$ cat src/rtl/onebyeight_demux_bank.sv
// Registered 1-to-8 demux bank: steers each accepted word into one of eight held slots
// by address or auto-increment pointer. Optional done pulse: DEMUX_BANK_DONE_PULSE_EN.
module onebyeight_demux_bank #(
   parameter int SIZE = 1
) (
   input  logic            clk,
   input  logic            rst,
   input  logic [SIZE-1:0] x,
   input  logic [2:0]      OutDemuxAdd,
   input  logic            auto_inc,
   input  logic            in_valid,
   output logic            in_ready,
   input  logic            clear,
   output logic [SIZE-1:0] y0,
   output logic [SIZE-1:0] y1,
   output logic [SIZE-1:0] y2,
   output logic [SIZE-1:0] y3,
   output logic [SIZE-1:0] y4,
   output logic [SIZE-1:0] y5,
   output logic [SIZE-1:0] y6,
   output logic [SIZE-1:0] y7,
   output logic [7:0]      y_valid,
   output logic [3:0]      count,
   output logic [2:0]      wr_ptr,
   output logic            full
`ifdef DEMUX_BANK_DONE_PULSE_EN
   ,
   output logic            done
`endif
);

   typedef enum logic [1:0] {
      EMPTY   = 2'd0,
      FILLING = 2'd1,
      FULL    = 2'd2
   } fill_state_t;

   logic [SIZE-1:0] y_q [8];
   logic [SIZE-1:0] y_d [8];
   logic [7:0]      vld_q, vld_d;
   logic [3:0]      cnt_q, cnt_d;
   logic [2:0]      ptr_q, ptr_d;
   fill_state_t     state_q, state_d;
   logic            accept;
   logic [2:0]      slot;

   function automatic logic [3:0] popcount8(input logic [7:0] v);
      logic [3:0] n;
      n = 4'd0;
      for (int i = 0; i < 8; i++) begin
         n = n + 4'(v[i]);
      end
      return n;
   endfunction

   // clear outranks a concurrent accept, so the write is masked here
   assign accept = in_valid && in_ready && !clear;
   assign slot   = auto_inc ? ptr_q : OutDemuxAdd;

   always_comb begin
      y_d   = y_q;
      vld_d = vld_q;
      ptr_d = ptr_q;
      if (clear) begin
         vld_d = 8'h00;
         ptr_d = 3'd0;
      end else if (accept) begin
         y_d[slot]   = x;
         vld_d[slot] = 1'b1;
         if (auto_inc) begin
            ptr_d = ptr_q + 3'd1;
         end
      end
      cnt_d = popcount8(vld_d);
   end

   always_comb begin
      state_d = state_q;
      case (state_q)
         EMPTY: begin
            if (cnt_d == 4'd8)      state_d = FULL;
            else if (cnt_d != 4'd0) state_d = FILLING;
         end
         FILLING: begin
            if (cnt_d == 4'd0)      state_d = EMPTY;
            else if (cnt_d == 4'd8) state_d = FULL;
         end
         FULL: begin
            if (clear)              state_d = EMPTY;
         end
         default:                   state_d = EMPTY;
      endcase
   end

   always_comb begin
      full     = (state_q == FULL);
      in_ready = !(auto_inc && full);
      y_valid  = vld_q;
      count    = cnt_q;
      wr_ptr   = ptr_q;
      y0 = y_q[0];
      y1 = y_q[1];
      y2 = y_q[2];
      y3 = y_q[3];
      y4 = y_q[4];
      y5 = y_q[5];
      y6 = y_q[6];
      y7 = y_q[7];
   end

   always_ff @(posedge clk) begin
      if (rst) begin
         for (int i = 0; i < 8; i++) begin
            y_q[i] <= '0;
         end
         vld_q   <= 8'h00;
         cnt_q   <= 4'd0;
         ptr_q   <= 3'd0;
         state_q <= EMPTY;
      end else begin
         y_q     <= y_d;
         vld_q   <= vld_d;
         cnt_q   <= cnt_d;
         ptr_q   <= ptr_d;
         state_q <= state_d;
      end
   end

`ifdef DEMUX_BANK_DONE_PULSE_EN
   logic done_q, done_d;

   // fires only on the entry edge into FULL, never while already there
   assign done_d = (state_d == FULL) && (state_q != FULL);
   assign done   = done_q;

   always_ff @(posedge clk) begin
      if (rst) begin
         done_q <= 1'b0;
      end else begin
         done_q <= done_d;
      end
   end
`endif

endmodule

$ cat config.mk
export PLATFORM = sky130hd
export DESIGN_NAME = onebyeight_demux_bank
export DESIGN_NICKNAME = d
export VERILOG_FILES = /design/src/rtl/onebyeight_demux_bank.sv
export SDC_FILE = /design/constraint.sdc
export NUM_CORES = 1
export LEC_CHECK = 0
export BUFFER_PORTS_ARGS = -buffer_cell sky130_fd_sc_hd__buf_2
export CAP_MARGIN = 0
export CORE_MARGIN = 3
export CORE_UTILIZATION = 36
export DETAILED_ROUTE_END_ITERATION = 8
export HOLD_SLACK_MARGIN = 0.08
export PLACE_DENSITY = 0.6
export SLEW_MARGIN = 0
export SYNTH_ARGS = -nofsm -noshare
export SYNTH_HDL_FRONTEND = slang
export SYNTH_SLANG_ARGS = --single-unit
export TNS_END_PERCENT = 20
$ cat constraint.sdc
create_clock -name clk -period 7.11 [get_ports clk]
set_clock_uncertainty 0.2 [all_clocks]
set_input_delay 0.3555 -clock clk [delete_from_list [all_inputs] [get_ports clk]]
set_output_delay 0.3555 -clock clk [all_outputs]
set_load 0.05 [all_outputs]
==> out/qor.yml <==
outcome:
  outcome: "complete, no violations"
clock_network:
  cts_tree: "done"
  numCtsBuffers: 3
  cts.path.max_buffers: 2
  clock_sinks: 25
  clk_pin_slew_ns: 0.14
  hold_buffers: 0
  cts-resized-gates: 0
  root_buffer: "clkbuf_4"
  cts_setup_buffers: 0
  clock_tree.htree_level_count: 1
  clk_latency_ns: 0.31
critical_path:
  cp_common_cell: "fa_1"
  critical-path-slowest-cell: "fa_1"
  crit_chain: "nand3b_1, o2111ai_1, a21o_1, fa_1, fa_1, inv_1, fa_1, ha_1, inv_1, fa_1, xor2_1, nand3b_1, o41ai_1"
  cp_data_required_time_ns: 7.13
  cp-start-kind: "register"
  max_stage_delay_ns: 0.49
  crit_path_end_kind: "register"
  path_class: "register to register"
  crit_buf_inv: 2
  critical-path-top-delay-family: "adder cells"
  arrival_ns: 4.31
  worstPathMaxFanout: 14
sta:
  slew_headroom: 0.668
  grt_setup_unrepaired: "false"
  maxSlewViolCount: 0
  setup_viol: 0
  clock.fmax_mhz: 233
  finalCriticalPeriod_ns: 4.29
  finalSetupTns_ns: 0
  fin_crit_sh: 0.604
  hold_violations: 0
  worst_pin_slew_ns: 0.497
synth:
  syn_avg_cell_area_um2: 9.86
  ys_seq_elements: 25
  netlist_area_um2: 1310
  synth-main-ff-cell: "dfxtp_1"
  synth.top_cell.area_share: 0.382
  ys_top_cells_by_area: "dfxtp_1 (38%), mux2i_1 (6.9%), fa_1 (6.1%)"
  seq_area_frac_synth: 0.382
  yosysTopAreaCell: "dfxtp_1"
  ys_types: 34
  synth.net_count: 150
  synthArstFlopShare: 0
  synth_edf_count: 0
  synthCells: 133
  synth_warnings: 0
global_routing:
  grt_pass1_wl_um: 4350
  grt_max_degree: 18
  grtUsageTotal: 0.125
  antenna_found_initial: 0
  overflow: 0
  grt_pass1_vias: 1011
drt:
  drt_iter0_drc: 41
  wl_um: 2720
  dr_total_vias: 1058
  vias_per_cell: 5.06
  drc: 0
  drtAntennaViolNets: 0
  drt-pass1-iter-count: 4
  wl_per_cell_um: 13.0
floorplan:
  row_count: 21
  core_um2: 3420
  die_w_um: 66.4
  initial_core_util: 0.384
  fp.dieH_um: 66.4
  pin_count: 34
  die_area_um2: 4400
pwr:
  switchingPower_uw: 60.5
  clkPwrFrac: 0.270
  netSwitchingFraction: 0.259
  p_leak_nw: 0.696
  intPower_uw: 173
  power.share.combinational: 0.118
  ir_worst_vdd_uv: 106
  p_seq_frac: 0.612
  powerDensity_nw_per_um2: 154
placed_design:
  dpl.hpwl_um: 2170
  place_inst: 205
  numPortBuffers: 33
  gp_congestion: 0.881
layout:
  layout-area-overhead-vs-synth_pct: 15.8
  nFillCells: 346
  layout.nets: 181
  layout.cells.non_filler: 209
  final_layout_size_suffix_gt1_frac: 0.294
  n_antenna_cell: 0
run:
  maxCapViolCount: 0
hold_path:
  hold_path.class: "input pin to register"
worst paths after layout:
kind / start / end / slack [ns] / cells past startpoint
max: state_q[1] / state_q[1] / 2.82 / 13
min reg2reg: state_q[1] / state_q[0] / 0.28 / 1
min: rst / count[1] / 0.16 / 2
max reg2reg: state_q[1] / state_q[1] / 2.82 / 13
cell families after synthesis:
family                     Yosys count  share of synthesized area
and+or+nand+nor                     35                      0.179
AOI/OAI and AO/OA                   30                      0.160
DFF                                 25                      0.382
buffers and inverters               23                     0.0782
muxes                               11                     0.0945
adders and majority gates            8                     0.0992
xor gates and xnor gates             1                    0.00668
cell usage after synthesis, types with 2 or more instances:
cell       number
nand3b_1        2
o2111ai_1       7
nor3b_1         3
buf_1           2
nor2b_1         2
a21oi_1        14
and3b_2         3
nor2_1          4
nand2b_1       10
inv_1          16
dfxtp_1        25
a21o_1          5
fa_1            4
mux2i_1         9
a31o_2          2
nand4_1         3
ha_1            4
nand2_1         2
sequential cells by signal (all words and copies together) (netlist names), 2 cells and up:
signal and cells:
wr_ptr 3, y_valid 8, state_q 2, count 4
per-stage QoR:
step | utilization | hold WS, ns | setup WS [ns] | power, mW | instance area [um^2]
floorplan | - | 0.235 | 2.89 | 0.167 | 1310
finish | 0.445 | 0.165 | 2.82 | 0.233 | 1520
global route | 0.445 | 0.169 | 2.54 | 0.243 | 1520
CTS | 0.445 | 0.165 | 2.81 | 0.236 | 1520
detailed placement | 0.437 | 0.264 | 2.57 | 0.174 | 1490
global placement | 0.437 | 0.261 | 2.68 | 0.173 | 1490
power groups by stage:
stage | registers, mW | logic, mW | clock network (mW)
6_report | 0.143 | 0.0274 | 0.0630
5_1_grt | 0.143 | 0.0300 | 0.0704
4_1_cts | 0.143 | 0.0277 | 0.0660
3_5_place_dp | 0.146 | 0.0276 | 0
3_3_place_gp | 0.146 | 0.0271 | 0
2_1_floorplan | 0.151 | 0.0159 | 0
per-layer routing:
layer	up-vias	routed length (um)	track usage
li1	524	-	-
met1	501	1240	0.160
met3	2	206	0.0289
met4	0	14	0.0406
met5	-	0	0
met2	31	1250	0.206
area by class of cell:
cell class              instances  area [um^2]  area share
inverters                      16         60.1      0.0395
clock buffers                   3         22.5      0.0148
clock inverters                 1         5.00     0.00329
repair buffers                 33          165       0.109
flip-flops and latches         25          500       0.329
well taps                      46         57.6      0.0379
multi-input cells              85          708       0.466
placed cells by master (no fill, tap or decap):
cell type and n:
buf_2 33, dfxtp_1 25, inv_1 16, a21oi_1 14, nand2b_1 10, mux2i_1 9, o2111ai_1 7, a21o_1 5
nor2_1 4, fa_1 4, ha_1 4, and3b_2 3, nor3b_1 3, nand4_1 3, clkbuf_4 3, nand3b_1 2
nor2b_1 2, nand2_1 2, a31o_2 2, nor3b_4 1, nor3_1 1, and2b_1 1, mux2i_4 1, and3_2 1
mux2_2 1, o2111ai_2 1, or2_2 1, or3_1 1, xor2_1 1, o41ai_1 1, clkinv_2 1
Power figures use the tool's default switching activity.
